$ cat src/rtl/quantum_timer_if.sv
// quantum_timer_if: groups the core-side signals of the preemption timer.
// master = core/kernel side driving retire, mode, PC, quantum writes and ack;
// slave  = the quantum_timer itself.
interface quantum_timer_if #(
    parameter int QW  = 16,
    parameter int PCW = 10
);
    logic           retire;
    logic           user_mode;
    logic [PCW-1:0] pc_in;
    logic           quantum_load;
    logic [QW-1:0]  quantum_in;
    logic           ack;
    logic           preempt_req;
    logic [PCW-1:0] saved_pc;
    logic [QW-1:0]  remaining;
    logic [7:0]     expired_count;
    logic           wdog_fault;

    modport master (
        output retire, user_mode, pc_in, quantum_load, quantum_in, ack,
        input  preempt_req, saved_pc, remaining, expired_count, wdog_fault
    );

    modport slave (
        input  retire, user_mode, pc_in, quantum_load, quantum_in, ack,
        output preempt_req, saved_pc, remaining, expired_count, wdog_fault
    );
endinterface

$ cat src/rtl/quantum_timer.sv
// quantum_timer: preemption timer for user-mode processes.
// Counts retired user-mode instructions down from a programmable quantum; on
// expiry it raises preempt_req, latches the interrupted PC and holds the
// request until the kernel acks it.
// Optional feature: define QT_WATCHDOG_EN to build a watchdog that sets a
// sticky wdog_fault when a request stays unacked for WDOG_CYCLES cycles.
// Without it wdog_fault is constant 0 and WDOG_CYCLES does not exist.
module quantum_timer #(
    parameter int QW              = 16,
    parameter int PCW             = 10,
    parameter int DEFAULT_QUANTUM = 100
`ifdef QT_WATCHDOG_EN
    ,
    parameter int WDOG_CYCLES     = 1024
`endif
) (
    input  logic           clk,
    input  logic           reset,
    quantum_timer_if.slave bus
);

    typedef enum logic [1:0] {
        S_IDLE,
        S_COUNT,
        S_REQUEST,
        S_KERNEL
    } state_e;

    state_e         state_q, state_d;
    logic [QW-1:0]  count_q, count_d;
    logic [QW-1:0]  quantum_q, quantum_d;
    logic           preempt_q, preempt_d;
    logic [PCW-1:0] saved_pc_q, saved_pc_d;
    logic [7:0]     expired_q, expired_d;
    logic           user_retire;

    assign user_retire = bus.retire & bus.user_mode;

    // Next-state logic for the FSM, down-counter, quantum register and outputs
    always_comb begin
        // NOTE: every _d starts from its _q so no path through this block can infer a latch.
        state_d    = state_q;
        count_d    = count_q;
        quantum_d  = quantum_q;
        preempt_d  = preempt_q;
        saved_pc_d = saved_pc_q;
        expired_d  = expired_q;

        // The quantum register accepts writes in every state.
        if (bus.quantum_load) begin
            quantum_d = bus.quantum_in;
        end

        case (state_q)
            S_IDLE: begin
                if (quantum_q != '0 && bus.user_mode) begin
                    state_d = S_COUNT;
                    count_d = quantum_q;
                end
            end

            S_COUNT: begin
                // A load in the same cycle as a retire wins: no decrement.
                if (bus.quantum_load) begin
                    count_d = bus.quantum_in;
                    if (bus.quantum_in == '0) begin
                        state_d = S_IDLE;
                    end
                end else if (user_retire && count_q != '0) begin
                    count_d = count_q - 1'b1;
                    if (count_q == QW'(1)) begin
                        state_d    = S_REQUEST;
                        preempt_d  = 1'b1;
                        saved_pc_d = bus.pc_in;
                        if (expired_q != 8'hFF) begin
                            expired_d = expired_q + 8'd1;
                        end
                    end
                end
            end

            S_REQUEST: begin
                // Retire and quantum loads never disturb a pending request.
                if (bus.ack) begin
                    preempt_d = 1'b0;
                    state_d   = S_KERNEL;
                end
            end

            S_KERNEL: begin
                if (bus.user_mode) begin
                    if (quantum_q == '0) begin
                        state_d = S_IDLE;
                    end else begin
                        state_d = S_COUNT;
                        count_d = quantum_q;
                    end
                end
            end

            default: begin
                state_d = S_IDLE;
            end
        endcase
    end

    // Register all timer state; reset is asynchronous so a pending request drops at once
    always_ff @(posedge clk or posedge reset) begin
        // NOTE: sequential state uses non-blocking assignments so all flops update together.
        if (reset) begin
            state_q    <= S_IDLE;
            count_q    <= '0;
            quantum_q  <= QW'(DEFAULT_QUANTUM);
            preempt_q  <= 1'b0;
            saved_pc_q <= '0;
            expired_q  <= '0;
        end else begin
            state_q    <= state_d;
            count_q    <= count_d;
            quantum_q  <= quantum_d;
            preempt_q  <= preempt_d;
            saved_pc_q <= saved_pc_d;
            expired_q  <= expired_d;
        end
    end

    assign bus.preempt_req   = preempt_q;
    assign bus.saved_pc      = saved_pc_q;
    assign bus.remaining     = count_q;
    assign bus.expired_count = expired_q;

`ifdef QT_WATCHDOG_EN
    localparam int WW = $clog2(WDOG_CYCLES) + 1;

    logic [WW-1:0] wdog_q, wdog_d;
    logic          wdog_fault_q, wdog_fault_d;

    // Watchdog: count cycles spent in REQUEST, fault once the limit is reached
    always_comb begin
        wdog_d       = '0;
        wdog_fault_d = wdog_fault_q;
        if (state_q == S_REQUEST) begin
            if (wdog_q == WW'(WDOG_CYCLES - 1)) begin
                wdog_fault_d = 1'b1;
            end
            // Keep counting only while the request stays open; saturate at the limit.
            if (state_d == S_REQUEST) begin
                wdog_d = (wdog_q == WW'(WDOG_CYCLES - 1)) ? wdog_q : wdog_q + 1'b1;
            end
        end
    end

    // Watchdog registers; the fault is sticky until reset
    always_ff @(posedge clk or posedge reset) begin
        if (reset) begin
            wdog_q       <= '0;
            wdog_fault_q <= 1'b0;
        end else begin
            wdog_q       <= wdog_d;
            wdog_fault_q <= wdog_fault_d;
        end
    end

    assign bus.wdog_fault = wdog_fault_q;
`else
    assign bus.wdog_fault = 1'b0;
`endif

endmodule

$ cat src/flat_wrapper.sv
// flat-port wrapper written by rule: the top's interface ports become plain ports
module quantum_timer_flat 
#(
    parameter int QW              = 16,
    parameter int PCW             = 10,
    parameter int DEFAULT_QUANTUM = 100

)
  (clk, reset, bus_retire, bus_user_mode, bus_pc_in, bus_quantum_load, bus_quantum_in, bus_ack, bus_preempt_req, bus_saved_pc, bus_remaining, bus_expired_count, bus_wdog_fault);
  quantum_timer_if #(.QW(QW), .PCW(PCW)) bus_i ();
  input  logic clk;
  input  logic reset;
  input wire logic [$bits(bus_i.retire)-1:0] bus_retire;
  input wire logic [$bits(bus_i.user_mode)-1:0] bus_user_mode;
  input wire logic [$bits(bus_i.pc_in)-1:0] bus_pc_in;
  input wire logic [$bits(bus_i.quantum_load)-1:0] bus_quantum_load;
  input wire logic [$bits(bus_i.quantum_in)-1:0] bus_quantum_in;
  input wire logic [$bits(bus_i.ack)-1:0] bus_ack;
  output wire logic [$bits(bus_i.preempt_req)-1:0] bus_preempt_req;
  output wire logic [$bits(bus_i.saved_pc)-1:0] bus_saved_pc;
  output wire logic [$bits(bus_i.remaining)-1:0] bus_remaining;
  output wire logic [$bits(bus_i.expired_count)-1:0] bus_expired_count;
  output wire logic [$bits(bus_i.wdog_fault)-1:0] bus_wdog_fault;
  assign bus_i.retire = bus_retire;
  assign bus_i.user_mode = bus_user_mode;
  assign bus_i.pc_in = bus_pc_in;
  assign bus_i.quantum_load = bus_quantum_load;
  assign bus_i.quantum_in = bus_quantum_in;
  assign bus_i.ack = bus_ack;
  assign bus_preempt_req = bus_i.preempt_req;
  assign bus_saved_pc = bus_i.saved_pc;
  assign bus_remaining = bus_i.remaining;
  assign bus_expired_count = bus_i.expired_count;
  assign bus_wdog_fault = bus_i.wdog_fault;
  quantum_timer #(.QW(QW), .PCW(PCW), .DEFAULT_QUANTUM(DEFAULT_QUANTUM)) u_core (.clk(clk), .reset(reset), .bus(bus_i));
endmodule
$ cat config.mk
export PLATFORM = sky130hd
export DESIGN_NAME = quantum_timer_flat
export DESIGN_NICKNAME = d
export VERILOG_FILES = /design/src/rtl/quantum_timer_if.sv /design/src/rtl/quantum_timer.sv /design/src/flat_wrapper.sv
export SDC_FILE = /design/constraint.sdc
export NUM_CORES = 1
export LEC_CHECK = 0
export BUFFER_PORTS_ARGS = -buffer_cell sky130_fd_sc_hd__buf_2
export CAP_MARGIN = 20
export CORE_MARGIN = 2
export CORE_UTILIZATION = 54
export CTS_CLUSTER_DIAMETER = 200
export CTS_CLUSTER_SIZE = 8
export DETAILED_ROUTE_END_ITERATION = 8
export GPL_ROUTABILITY_DRIVEN = 1
export PLACE_DENSITY = 0.8
export SLEW_MARGIN = 30
export SYNTH_ARGS = -nofsm -noshare
export SYNTH_HDL_FRONTEND = slang
export SYNTH_SLANG_ARGS = --single-unit
$ cat constraint.sdc
create_clock -name clk -period 2.48 [get_ports clk]
set_input_delay 0.248 -clock clk [delete_from_list [all_inputs] [get_ports clk]]
set_output_delay 0.248 -clock clk [all_outputs]
set_load 0.05 [all_outputs]
Word level (Yosys, flattened, before mapping)
Cells that the tools add are included.
{ "classes": {"mux": 20, "bitwise": 2, "add_sub_neg": 2, "eq_ne": 15, "n_reduce_logical": 14} }
{ "op_table": {"columns": ["op", "n"], "rows": [
  ["16-bit 2-to-1 mux", 5],
  ["16-bit case mux with 3 select lines", 1],
  ["16-bit zero test", 2],
  ["16-bit nonzero test", 2],
  ["16-bit by 1-bit == test with 1-bit output (second input constant)", 1],
  ["16-bit by 1-bit subtractor with 16-bit output (second input constant)", 1],
  ["5-bit AND reduction", 3],
  ["2-bit 2-to-1 mux", 7],
  ["3-bit by 2-bit inequality test with 1-bit output (second input constant)", 3],
  ["8-bit by 1-bit adder with 8-bit output (second input constant)", 1],
  ["2-bit inequality test (second input constant)", 4],
  ["8-bit inequality test (second input constant)", 1],
  ["2-bit case mux with 4 select lines", 1],
  ["2-bit by 1-bit inequality test with 1-bit output (second input constant)", 3],
  ["6-bit AND reduction", 1],
  ["1-bit 2-to-1 mux", 5],
  ["2-bit == test (second input constant)", 2],
  ["4-bit AND reduction", 1],
  ["3-bit nonzero test", 1],
  ["2-bit by 1-bit == test with 1-bit output (second input constant)", 1],
  ["1-bit logical AND", 2],
  ["2-bit zero test", 1],
  ["1-bit case mux with 2 select lines", 1],
  ["2-bit nonzero test", 1],
  ["2 further kinds", 2]
]} }
{ "word_totals": {"wordCells": 59, "regBits": 53, "input_bits": 32, "out_inout_bits": 36} }

Logic depth before layout (Yosys ltp)
Gate-level depths: netlist of run 1.
{ "depth": {"depth_word": 5, "ltp_mapped": 8, "ltp_nobuf": 7} }

Least setup slack after synthesis of run 1
OpenSTA, ideal clock, no wires.
{ "synth_path": {"path_kind": "flip-flop to flip-flop", "from": "reg u_core.count_q[0] (netlist: u_core.bus.remaining[0])", "to": "reg u_core.expired_q[1] (netlist: u_core.bus.expired_count[1])", "required_ps": 2355, "setup_time_ps": 125, "arrival_time_ps": 2255, "path_stages_with_launch": 8, "path_buffers": 1, "period_less_slack_ps": 2379, "slack_ps": 101, "path_cell_list": "dfrtp_1 > inv_1 > ha_1 > and4b_1 > nand3_1 > or4b_1 > buf_2 > mux2_2"} }
{ "synth_between": {"elab_chain_len": 3, "word_cells_on_any_way": 4, "cone_classes": "1 x eq/ne; 3 x reduce/logical"} }
{ "synth_lines": {"columns": ["item", "line", "source"], "rows": [
  ["start: declaration", "quantum_timer.sv:30", "logic [QW-1:0] count_q, count_d;"],
  ["start signal: assignment", "quantum_timer.sv:119", "count_q <= count_d;"],
  ["16-bit nonzero test", "quantum_timer.sv:69", "end else if (user_retire && count_q != '0) begin"],
  ["1-bit logical AND", "quantum_timer.sv:69", null],
  ["5-bit AND reduction (no line) (*)", null, null],
  ["end signal: assignment", "quantum_timer.sv:123", "expired_q <= expired_d;"],
  ["end: declaration", "quantum_timer.sv:34", "logic [7:0] expired_q, expired_d;"]
]} }
Mark *: on every way between the ends. The rest lies on a longest branch, timed or not.
A chain may end at the register's enable or synchronous reset.

Worst setup path in the final report of run 1
{ "layout_path": {"from": "reg u_core.quantum_q[8]", "to": "reg u_core.count_q[9] (netlist: u_core.bus.remaining[9])"} }
{ "layout_between": {"elab_chain_len": 4, "word_cells_on_any_way": 6, "cone_classes": "2 x eq/ne; 4 x reduce/logical"} }
{ "layout_lines": {"columns": ["item", "line", "source"], "rows": [
  ["start: declaration", "quantum_timer.sv:31", "logic [QW-1:0] quantum_q, quantum_d;"],
  ["start signal: assignment", "quantum_timer.sv:113", "quantum_q <= QW'(DEFAULT_QUANTUM);"],
  ["start signal: assignment", "quantum_timer.sv:120", "quantum_q <= quantum_d;"],
  ["16-bit nonzero test", "quantum_timer.sv:56", "if (quantum_q != '0 && bus.user_mode) begin"],
  ["1-bit logical AND", "quantum_timer.sv:56", null],
  ["2-bit by 1-bit inequality test with 1-bit output (no line)", null, null],
  ["5-bit AND reduction (no line) (*)", null, null]
]} }
Marked as above.

==> results.md, run 1 <==
- In the final layout, the share of cells above drive strength 1 is about a third.
- The highest-delay cell along the critical path is or4_1.
- The class of the tightest hold or removal check is in2async.
- At the end of the flow, the number of nets in the layout was ~400.
- The hold violation total from the final report came to 0.
- The clock network latency to the later pin of the worst-skew pair is roughly 300 ps.
- The Yosys step of the flow raised 0 warnings.
- The largest net degree at the start of global routing is 54.
- The highest cell delay on the worst timing path is around 580 ps.
- Across all setup checks in the final design, the least slack found is 142 ps.
- The required time reported for the critical path endpoint is between 2000 and 3000 ps.
- Together, buffers and inverters on the worst path number 1.
- The count of final setup violators is 0.
- The critical path starts at u_core.quantum_q[8].
- From synthesis to final layout, the design area changed by 19.1%.
- The count of max-cap constraint violations is 0.
- After clock tree synthesis, the clock-pin slew on the worst setup and hold paths is 100 ps.
- In this run the critical register-to-register path is launched from u_core.quantum_q[8].
- Clock skew on the completed layout was measured at 8.60 ps.
- The worst-path maximum fanout is 18.
- For this run, the leading register cell type out of synthesis is dfrtp_1.
- The arrival time reported for the critical path endpoint is between 2000 and 3000 ps.
- The flip-flop and latch count after synthesis is 53.
- The wire length per cell is 16.1 um.
- The logic depth of the worst register-to-register path is 6.
- The placer's final routability congestion estimate is 0.951.
- The number of H-tree levels is 2.
- The total routing usage reported by global routing is 25.0%.
- The post-route fraction of the period consumed by the critical path is 94.3%.
- The final critical delay including setup and external delays is 2340 ps.
- The final route contains 2582 vias.
- STA classifies the critical path endpoint as a flop.
- The die is 77.1 um wide.
- In this run the cell area measured after placement is roughly 3300 um^2.
- The clock drives 53 sinks.
- The via count of the first global-routing pass is between 2000 and 2500.
- Adding up every negative setup slack in the final design gives 0 ps.
- The count of inserted antenna diode cells is 0.
- The worst reg2reg path endpoint is u_core.bus.remaining[9].
- Synthesis produced a netlist with a net count of ~340.
- The total DRC errors in the routed layout is 0.
- Across the VDD grid, the largest voltage drop is 0.363 mV.
- The die covers 5950 um^2.
- The die extent in y is 77.1 um.
- The per-instance average area after synthesis is around 9.5 um^2.
- The floorplan row count is 26.
- The final number of max-transition violations is 0.
- The global-route congestion overflow total is 0.
- For this run, asynchronously set or reset flops after synthesis account for 100%.
- The number of setup buffers added after CTS is 0.
- The area of the mapped netlist is 2890 um^2.
- The critical path ends at u_core.bus.remaining[9].
- The final hold slack is 108 ps.
- The cell at the root of the clock tree is clkbuf_8.
- Pin placement for this block handled 68 I/O pins.
- The category of the most critical setup path is reg2reg.
- The clock tree buffer depth is 2.
- In this run the tightest slew margin relative to its limit is between 50% and 60%.
- In this run the register-to-register setup slack is 140 ps.
- The number of enable-type register cells in the synthesized netlist is 0.
- The run finished with clean final reports.
- After legalization and detailed placement, the total HPWL measured 5490 um.
- At the pin with the least slew margin, the transition time is 657 ps.
- The power density over the cells is 725 nW/um^2.
- Setup repair after global routing left no endpoint under its margin.
- The signal on the critical path passes through or4_1 > o41a_1 > a32oi_4 > buf_4 > o21ai_0 > o21ai_0.
- The number of logic stages on the critical path including buffering is 6.
- Derived from the worst setup path, the maximum achievable clock frequency is roughly 430 MHz.
- The post-route standard cell area excluding fillers is between 3000 and 4000 um^2.
- The final layout contains routed wiring with a total length of 7190 um.
- The first global-routing pass estimated approximately 12000 um of wire.
- The number of clock buffers inserted by TritonCTS is 5.
- The CTS tree is done.
- The cell that appears most often on the critical path is o21ai_0.
- Timing analysis after detailed placement gives a worst setup slack of just over 200 ps.
- The detailed router finished its first iteration with just over 200 violations.
- The total power consumption of the routed design is around 2.5 mW.
- The startpoint type of the worst setup path is a flop.
- In this run the static leakage power is 1.64 nW.
- The count of unique library cells instantiated by Yosys is 55.
- The number of cells produced by synthesis is 303.
- The number of I/O port buffers is 66.
- The sequential-to-total area share from yosys stat is between 40% and 50%.
- The area of the core is between 5000 and 6000 um^2.
- For this configuration, the core starts out at a cell density of 56.2%.
- The pre-antenna-repair detailed-routing pass consisted of 4 iterations.
- The count of cells resized by post-cts repair is 0.
- The cell class contributing the biggest share of worst-path delay is compound AO/OA/AOI/OAI gates.
- The count of nets left with antenna violations once routing finished came out at 0.
- The vias per cell is ~5.8.
- In this run, post-CTS hold repair placed 0 buffers.
- The initial antenna violation count is 0.
==> kinds of logic after synthesis <==
family                     synth area share [%]
AOI/OAI and AO/OA                          19.9
DFF                                        46.0
other                                     0.130
muxes                                      6.19
adders and majority gates                  1.30
xor gates and xnor gates                   2.73
buffers and inverters                      5.63
and+or+nand+nor                            18.1
==> cells in the mapped netlist, drive strengths merged, types with 3 or more instances <==
library cell / instances / area share, %
dfstp: 3 / 2.7
o21ai: 47 / 8.1
inv: 20 / 2.6
nor2: 16 / 2.1
or4: 5 / 1.6
o311ai: 4 / 1.2
nor3: 10 / 2.4
buf: 4 / 1.2
dfrtp: 50 / 43
o22ai: 3 / 0.65
a31oi: 4 / 0.87
xor2: 4 / 1.2
nand2b: 6 / 1.3
nor4: 6 / 1.8
ha: 3 / 1.3
mux2: 15 / 5.8
a211oi: 3 / 0.95
clkbuf: 14 / 1.8
nand2: 28 / 3.6
nand4: 4 / 0.87
o211ai: 3 / 0.78
a21oi: 13 / 2.4
xnor2: 5 / 1.5
nand3: 3 / 0.52
==> power breakdown <==
group	total, mW	internal [mW]	switching (mW)
clock	0.482	0.199	0.282
sequential	1.11	0.969	0.140
combinational	0.903	0.287	0.616
==> worst register-to-register path, cell delays in order (launching register included) <==
cell and delay (ps):
dfrtp_1 430, or4_1 580, o41a_1 450, a32oi_4 350, buf_4 270, o21ai_0 110, o21ai_0 70
==> state kept, by name (all words and copies together) (netlist names), named ones only <==
name,cells
u_core.quantum_q,16
u_core.bus.expired_count,8
u_core.bus.saved_pc,10
u_core.bus.remaining,16
u_core.state_q,1
u_core.bus.preempt_req,1
==> placed cells by master (no fill, tap or decap), types with 3 or more instances in the layout <==
master    netlist  layout
a21oi_1        12      12
a31oi_1         4       4
buf_2           1      66
buf_4           1      17
clkbuf_8        0       5
dfrtp_1        50      50
dfstp_2         3       3
ha_1            3       3
inv_1          20      19
mux2_2         15      15
nand2_1        28      28
nand2b_1        6       6
nand3_1         3       3
nand4_1         4       4
nor2_1         16      16
nor3_1          6       6
nor3_2          4       4
nor4_1          5       5
o211ai_1        3       3
o21ai_0        39      39
o21ai_1         8       8
o22ai_1         3       3
o311ai_0        4       4
or4_1           3       3
xnor2_1         5       5
xor2_1          4       4
==> worst min-delay path by stage <==
stage | from | to
final | reset | u_core.bus.saved_pc[8]
after global routing | reset | u_core.bus.saved_pc[8]
after CTS | reset | u_core.bus.saved_pc[4]
after detailed placement | reset | u_core.bus.saved_pc[4]
after global placement | reset | u_core.bus.saved_pc[5]
after floorplan | bus_quantum_in[2] | u_core.quantum_q[2]
==> layer usage <==
metal / up-vias / share of wire (%) / global-route usage [%]
met5: - / 0 / 0
met2: 95 / 46 / 39.1
li1: 1236 / - / -
met1: 1241 / 45 / 36.0
met3: 10 / 6.9 / 4.12
met4: 0 / 1.4 / 7.14
==> area by class of cell <==
cell class / count / area [um^2]
Fill cell: 461 / 1700
Multi-Input combinational cell: 212 / 1400
Sequential cell: 53 / 1330
Timing Repair Buffer: 83 / 458
Tap cell: 70 / 87.6
Inverter: 20 / 75.1
Clock buffer: 6 / 72.6
Clock inverter: 2 / 15.0
==> through the flow <==
| step | util (%) | std cells |
|---|---|---|
| floorplan | - | 303 |
| global placement | 65.1 | 438 |
| detailed placement | 65.1 | 438 |
| CTS | 66.8 | 446 |
| global route | 66.9 | 446 |
| finish | 66.9 | 446 |
No activity file was read; power rests on OpenSTA's default activity.
==> run 2: changes to the inputs <==
--- a/config.mk
+++ b/config.mk
@@ -14,6 +14,7 @@
 export DETAILED_ROUTE_END_ITERATION = 8
 export GPL_ROUTABILITY_DRIVEN = 1
 export PLACE_DENSITY = 0.8
+export REMOVE_ABC_BUFFERS = 1
 export SLEW_MARGIN = 30
 export SYNTH_ARGS = -nofsm -noshare
 export SYNTH_HDL_FRONTEND = slang
==> constraint.sdc (replaced) <==
create_clock -name clk -period 2.5 [get_ports clk]
set_input_delay 0.25 -clock clk [delete_from_list [all_inputs] [get_ports clk]]
set_output_delay 0.25 -clock clk [all_outputs]
set_load 0.05 [all_outputs]
==> results.md, run 2 (synthesis gave the netlist of run 1 again) <==
- Setup repair after global routing left no endpoint under its margin.
- STA classifies the critical path endpoint as a flop.
- The pin slew with the least headroom to its limit came to 631 ps (-25.7 ps).
- The total DRC errors in the routed layout is 0 (unchanged).
- The number of setup buffers added after CTS came to 0 (unchanged).
- The hold violation total from the final report is 2 (+2).
- The worst ir drop on vdd is 0.536 mV (+48%).
- The worst setup skew after layout is 5.66 ps (-2.95 ps).
- The logic gate share of total power is 35.2% (-1.0 points).
- The HPWL after detailed placement is 5530 um (+0.65%).
- The power density over the cells is 751 nW/um^2 (+3.7%).
- The arrival time reported for the critical path endpoint was 2550 ps (about the same).
- The clock tree buffer depth came to 2 (unchanged).
- The tree is rooted in a clkbuf_8.
- The floorplan row count is 26 (unchanged).
- The starting density of the core is 56.2% (unchanged).
- The number of I/O port buffers is 66 (unchanged).
- The switching power summed over all nets came to 1.06 mW (+2.2%).
- The placement-stage cell area came to 3370 um^2 (+0.67%).
- The wire length per cell came to 16.6 um (+2.9%).
- The CTS sink count is 53 (unchanged).
- The fraction of final layout cells with drive strength greater than 1 is 32.7% (+0.54 points).
- The count of inserted antenna diode cells is 0 (unchanged).
- The total routing usage reported by global routing came to 26.3% (+1.3 points).
- The routed wire length is 7450 um (+3.6%).
- The checks that failed: negative hold slack.
- The largest net degree at the start of global routing is 32 (-41%).
- The reported leakage power was 1.67 nW (+1.8%).
- The count of max-cap constraint violations was 0 (unchanged).
- The via count of the first global-routing pass is 2493 (+3.4%).
- The flow ran to the end, but the final reports show violations.
- The final number of max-transition violations came to 0 (unchanged).
- The number of primary I/O pins came to 68 (unchanged).
- The signed area change from the synthesized netlist to the final layout is 20.6%.
- The minimum setup slack after placement is 256 ps (+50.7 ps).
- The final standard cell utilization of the core is 67.8% (+0.85 points).
- The count of TritonRoute iterations in the first routing pass is 6 (+2).
- The area of the core came to 5140 um^2 (unchanged).
- Leaving out fill and tap cells, the most frequent cell in the layout is buf_2.
- The least setup slack across all paths after layout is 213 ps (+71.5 ps).
- The die extent in y is 77.1 um (unchanged).
- The remaining antenna violation count is 0 (unchanged).
- The initial DRC count is 302 (+50%).
- The library cells used most frequently in the layout, excluding fill and tap cells, are buf_2 (66), dfrtp_1 (50), o21ai_0 (39).
- The final critical delay including setup and external delays was 2290 ps (-51.5 ps).
- The vias per cell was 5.88 (+1.6%).
- The number of hold buffers added after CTS is 0 (unchanged).
- The final hold slack is -0.682 ps (-108 ps).
- The count of final setup violators is 0 (unchanged).
- The full die area is 5950 um^2 (unchanged).
- The achievable frequency came to 437 MHz (+2.3%).
- The worst-path maximum fanout is 13 (-5).
- The number of clock buffers inserted by TritonCTS was 5 (unchanged).
- The category of the most critical setup path is reg2reg.
- The net switching share of the total power is 40.5% (-1.1 points).
- The CTS tree is done.
- The total via count in the routed design is 2641 (+2.3%).
- The proportion of power drawn by the clock network was 23.0% (+3.7 points).
- The placer's final routability congestion estimate is 0.925 (-2.7%).
- The count of cells resized by post-cts repair was 0 (unchanged).
- The clock network latency to the later pin of the worst-skew pair is 320 ps (+20 ps).
- The sequential fraction of design power is 41.8% (-2.7 points).
- The worst reg-to-reg setup slack is 210 ps (+70 ps).
- The setup total negative slack is 0 ps (unchanged).
- The remaining max-slew budget at the tightest pin is 57.9% (+1.7 points).
- The number of H-tree levels is 2 (unchanged).
- The total internal power is 1.56 mW (+7.0%).
- The global-route congestion overflow total is 0 (unchanged).
- The post-route fraction of the period consumed by the critical path is 91.5% (-2.8 points).
- The global-route wire length before repair is 12200 um (+3.1%).
- The required time reported for the critical path endpoint came to 2760 ps (+60 ps).
- STA classifies the critical path startpoint as a flop.
- The post-route standard cell area excluding fillers is 3480 um^2 (+1.3%).
- The initial antenna violation count is 0 (unchanged).
- The class of the tightest hold or removal check is in2async.
- The clock transition at the registers of the reported paths is 100 ps (about the same).
- The final net count came to 413 (+0.73%).
- The die boundary width is 77.1 um (unchanged).
## run 2: path summary, 6_finish.rpt
path	from	to	cells past startpoint
hold reg to reg	u_core.bus.expired_count[5]	u_core.bus.expired_count[5]	1
max in group asynchronous	reset	u_core.bus.remaining[10]	3
hold / removal	reset	u_core.bus.saved_pc[4]	2
setup reg to reg	u_core.quantum_q[0]	u_core.bus.remaining[12]	6
setup / recovery	u_core.quantum_q[0]	u_core.bus.remaining[12]	6
min in group clk	bus_pc_in[4]	u_core.bus.saved_pc[4]	2
## run 2: critical path, stage by stage, from the launching register on
cell	delay, ps
dfrtp_1	420
or4_4	560
o41a_1	490
a32oi_4	270
buf_4	210
o21ai_0	100
a21bo_1	190
## run 2: layout make-up
class / instances / area [um^2]
Multi-Input combinational cell: 212 / 1400
Fill cell: 423 / 1660
Sequential cell: 53 / 1330
Tap cell: 70 / 87.6
Clock buffer: 5 / 68.8
Clock inverter: 3 / 46.3
Inverter: 20 / 75.1
Timing Repair Buffer: 86 / 480
## run 2: through the flow
| stage | power (mW) | std cells |
|---|---|---|
| 3_5_place_dp | 2.02 | 441 |
| 3_3_place_gp | 2.00 | 441 |
| 2_1_floorplan | 1.70 | 285 |
| 5_1_grt | 2.75 | 449 |
| 6_report | 2.62 | 449 |
| 4_1_cts | 2.62 | 449 |
## run 2: per-layer routing
| layer | vias up | global-route usage, % | routed length (um) |
|---|---|---|---|
| met4 | 0 | 10.5 | 157 |
| met2 | 120 | 40.1 | 3600 |
| met1 | 1270 | 37.1 | 3140 |
| li1 | 1239 | - | - |
| met5 | - | 0 | 0 |
| met3 | 12 | 4.82 | 556 |
## run 2: power by group through the flow
| stage | sequential (mW) | combinational, mW | clock [mW] |
|---|---|---|---|
| 6_report | 1.09 | 0.922 | 0.602 |
| 3_3_place_gp | 1.10 | 0.901 | 0 |
| 5_1_grt | 1.11 | 0.993 | 0.642 |
| 3_5_place_dp | 1.11 | 0.912 | 0 |
| 2_1_floorplan | 1.37 | 0.329 | 0 |
| 4_1_cts | 1.09 | 0.919 | 0.607 |
==> run 3: changes to the inputs <==
--- a/config.mk
+++ b/config.mk
@@ -5,15 +5,16 @@
 export SDC_FILE = /design/constraint.sdc
 export NUM_CORES = 1
 export LEC_CHECK = 0
+export ABC_AREA = 1
 export BUFFER_PORTS_ARGS = -buffer_cell sky130_fd_sc_hd__buf_2
 export CAP_MARGIN = 20
 export CORE_MARGIN = 2
-export CORE_UTILIZATION = 54
+export CORE_UTILIZATION = 55
 export CTS_CLUSTER_DIAMETER = 200
 export CTS_CLUSTER_SIZE = 8
 export DETAILED_ROUTE_END_ITERATION = 8
 export GPL_ROUTABILITY_DRIVEN = 1
-export PLACE_DENSITY = 0.8
+export PLACE_DENSITY = 0.81
 export REMOVE_ABC_BUFFERS = 1
 export SLEW_MARGIN = 30
 export SYNTH_ARGS = -nofsm -noshare
==> results.md, run 3 <==
- The number of enable-type register cells in the synthesized netlist is 0 (unchanged).
- The critical path capture point type is a flop.
- The placer's final routability congestion estimate is 0.848 (-8.4%).
- The wire length per cell is 12.5 um (-25%).
- The top cell type's share of synthesized area is 40.3% (-3.0 points).
- The routed wire length came to 7080 um (-5.0%).
- The sequential-to-total area share from yosys stat is 42.8% (-3.2 points).
- The final net count is 530 (+28%).
- The die extent in y is 79.2 um (+2.6%).
- The placement-stage cell area is 3460 um^2 (+2.7%).
- The critical path is of the reg2reg type.
- The count of unique library cells instantiated by Yosys is 32 (-42%).
- The vias per cell came to 5.09 (-14%).
- The minimum setup slack after placement came to 580 ps (+324 ps).
- The total via count in the routed design came to 2889 (+9.4%).
- The number of H-tree levels came to 2 (unchanged).
- CTS placed an instance of clkbuf_8 at the clock tree root.
- The arrival time reported for the critical path endpoint is 2150 ps (-400 ps).
- The area of the core was 5470 um^2 (+6.5%).
- The clock transition at the registers of the reported paths is 100 ps (about the same).
- The clock network latency to the later pin of the worst-skew pair came to 320 ps (about the same).
- Leaving out fill and tap cells, the most frequent cell in the layout is nand2_1.
- The count of warnings emitted by yosys is 0 (unchanged).
- In the layout the commonest cells are nand2_1 (172), buf_2 (66), dfrtp_1 (50).
- The count of inserted antenna diode cells came to 0 (unchanged).
- The total routing usage reported by global routing was 24.4% (-1.9 points).
- The full die area is 6270 um^2 (+5.3%).
- The clock tree buffer depth came to 2 (unchanged).
- The number of cells produced by synthesis is 431 (+42%).
- The final standard cell utilization of the core came to 65.0% (-2.8 points).
- The die boundary width is 79.2 um (+2.6%).
- The remaining max-slew budget at the tightest pin is 55.4% (-2.5 points).
- The number of primary I/O pins is 68 (unchanged).
- The number of hold buffers added after CTS is 0 (unchanged).
- The required time reported for the critical path endpoint is 2710 ps (-50 ps).
- The share of synthesized registers carrying an async set or reset is 100% (unchanged).
- The worst setup skew after layout is 13.3 ps (+7.68 ps).
- The per-instance average area after synthesis came to 7.21 um^2 (-24%).
- The flip-flop cell with the highest count after synthesis is dfrtp_1.
- The flip-flop and latch count after synthesis was 53 (unchanged).
- The achievable frequency is 514 MHz (+18%).
- The setup total negative slack was 0 ps (unchanged).
- The hold violation total from the final report came to 0 (-2).
- By count the netlist is led by nand2_1 (172), dfrtp_1 (50), nor2_1 (43).
- The count of cells resized by post-cts repair was 0 (unchanged).
- TritonCTS built the clock tree.
- The reported leakage power is 1.92 nW (+15%).
- The largest net degree at the start of global routing is 54 (+69%).
- The count of TritonRoute iterations in the first routing pass is 5 (-1).
- The starting density of the core was 56.8% (+0.56 points).
- The floorplan row count is 27 (+3.8%).
- The biggest area contributor in the post-synthesis netlist is dfrtp_1.
- The post-route fraction of the period consumed by the critical path came to 77.8% (-14 points).
- The pin slew with the least headroom to its limit was 669 ps (+38.2 ps).
- The count of final setup violators is 0 (unchanged).
- The startpoint type of the worst setup path is a flop.
- The worst ir drop on vdd came to 0.635 mV (+18%).
- The HPWL after detailed placement was 5310 um (-4.0%).
- The via count of the first global-routing pass came to 2687 (+7.8%).
- The number of setup buffers added after CTS is 0 (unchanged).
- The initial antenna violation count is 0 (unchanged).
- The logic depth of the worst register-to-register path is 11 (+5).
- The cell with the most instances after synthesis is nand2_1.
- Ranked by total cell area, the synthesized netlist is headed by dfrtp_1 (40%), nand2_1 (21%), nor2_1 (5.2%), o21ai_0 (5.0%), inv_1 (5.0%).
- The initial DRC count was 182 (-40%).
- The number of clock buffers inserted by TritonCTS came to 5 (unchanged).
- The post-route standard cell area excluding fillers is 3560 um^2 (+2.2%).
- The power density over the cells came to 1040 nW/um^2 (+39%).
- The number of I/O port buffers is 66 (unchanged).
- The remaining antenna violation count is 0 (unchanged).
- The global-route wire length before repair came to 12200 um (-0.51%).
- The global-route congestion overflow total was 0 (unchanged).
- Relative to the synthesized area, the layout overhead comes to 14.6%.
- The final critical delay including setup and external delays is 1940 ps (-343 ps).
- The worst hold path belongs to the class in2async.
- The fraction of final layout cells with drive strength greater than 1 is 21.0% (-12 points).
- The run finished with clean final reports.
- The CTS sink count was 53 (unchanged).
- Setup repair after global routing left no endpoint under its margin.
- The least setup slack across all paths after layout came to 556 ps (+343 ps).
- The total DRC errors in the routed layout is 0 (unchanged).
- The final number of max-transition violations is 0 (unchanged).
- The count of max-cap constraint violations is 0 (unchanged).
- The worst-path maximum fanout is 25 (+12).
- The worst reg-to-reg setup slack is 560 ps (+340 ps).
- The area of the mapped netlist is 3110 um^2 (+7.5%).
[run 3: power by group]
part / total (mW) / internal (mW) / switching [mW]
Sequential: 1.26 / 1.03 / 0.225
Clock: 0.530 / 0.231 / 0.300
Combinational: 1.92 / 0.534 / 1.39
[run 3: logic make-up after synthesis]
logic type	Yosys count	synth area share, %
AO/OA/AOI/OAI	53	9.59
XOR/XNOR	14	3.95
adder cells (fa/ha/maj)	3	1.21
buffers and inverters	54	7.73
flip-flops	53	42.8
other	1	0.121
AND/OR/NAND/NOR	253	34.6
[run 3: layout make-up]
class,count,area [um^2]
timing repair buffer,67,338
clock inverter,2,17.5
tap,72,90.1
multi-input combinational,324,1540
clock buffer,6,82.6
inverter,44,165
sequential,53,1330
fill,528,1910
[run 3: through the flow]
stage / hold WS [ps] / std cells / total power, mW
after detailed placement: 456 / 560 / 3.18
after CTS: 110 / 568 / 3.72
after global placement: 446 / 560 / 3.14
after floorplan: 335 / 421 / 2.71
after global routing: 110 / 568 / 3.99
final: 93.4 / 568 / 3.71
[run 3: path summary, 6_finish.rpt]
kind                                    startpoint                           to
hold / removal                               reset       u_core.bus.saved_pc[3]
setup / recovery           u_core.bus.remaining[0]     u_core.bus.remaining[11]
min in group clk                           bus_ack       u_core.bus.preempt_req
max in group asynchronous                    reset  u_core.bus.expired_count[4]
hold reg to reg             u_core.bus.saved_pc[2]       u_core.bus.saved_pc[2]
setup reg to reg           u_core.bus.remaining[0]     u_core.bus.remaining[11]
[run 3: worst max-delay path: stages, from the launching register on]
cell and delay [ps]:
dfrtp_1 420, inv_1 140, ha_1 220, nand2_2 100, nor2_4 170, nand2_2 100, nand2_4 90, nand2_4 70
nand3_4 240, inv_2 140, nand2_1 90, nand2_1 50
[run 3: routing by layer]
layer	track usage [%]	vias to the layer above	routed length, um
li1	-	1468	-
met1	32.3	1303	3140
met2	40.8	105	3410
met3	4.32	13	414
met4	7.76	0	118
met5	0	-	0
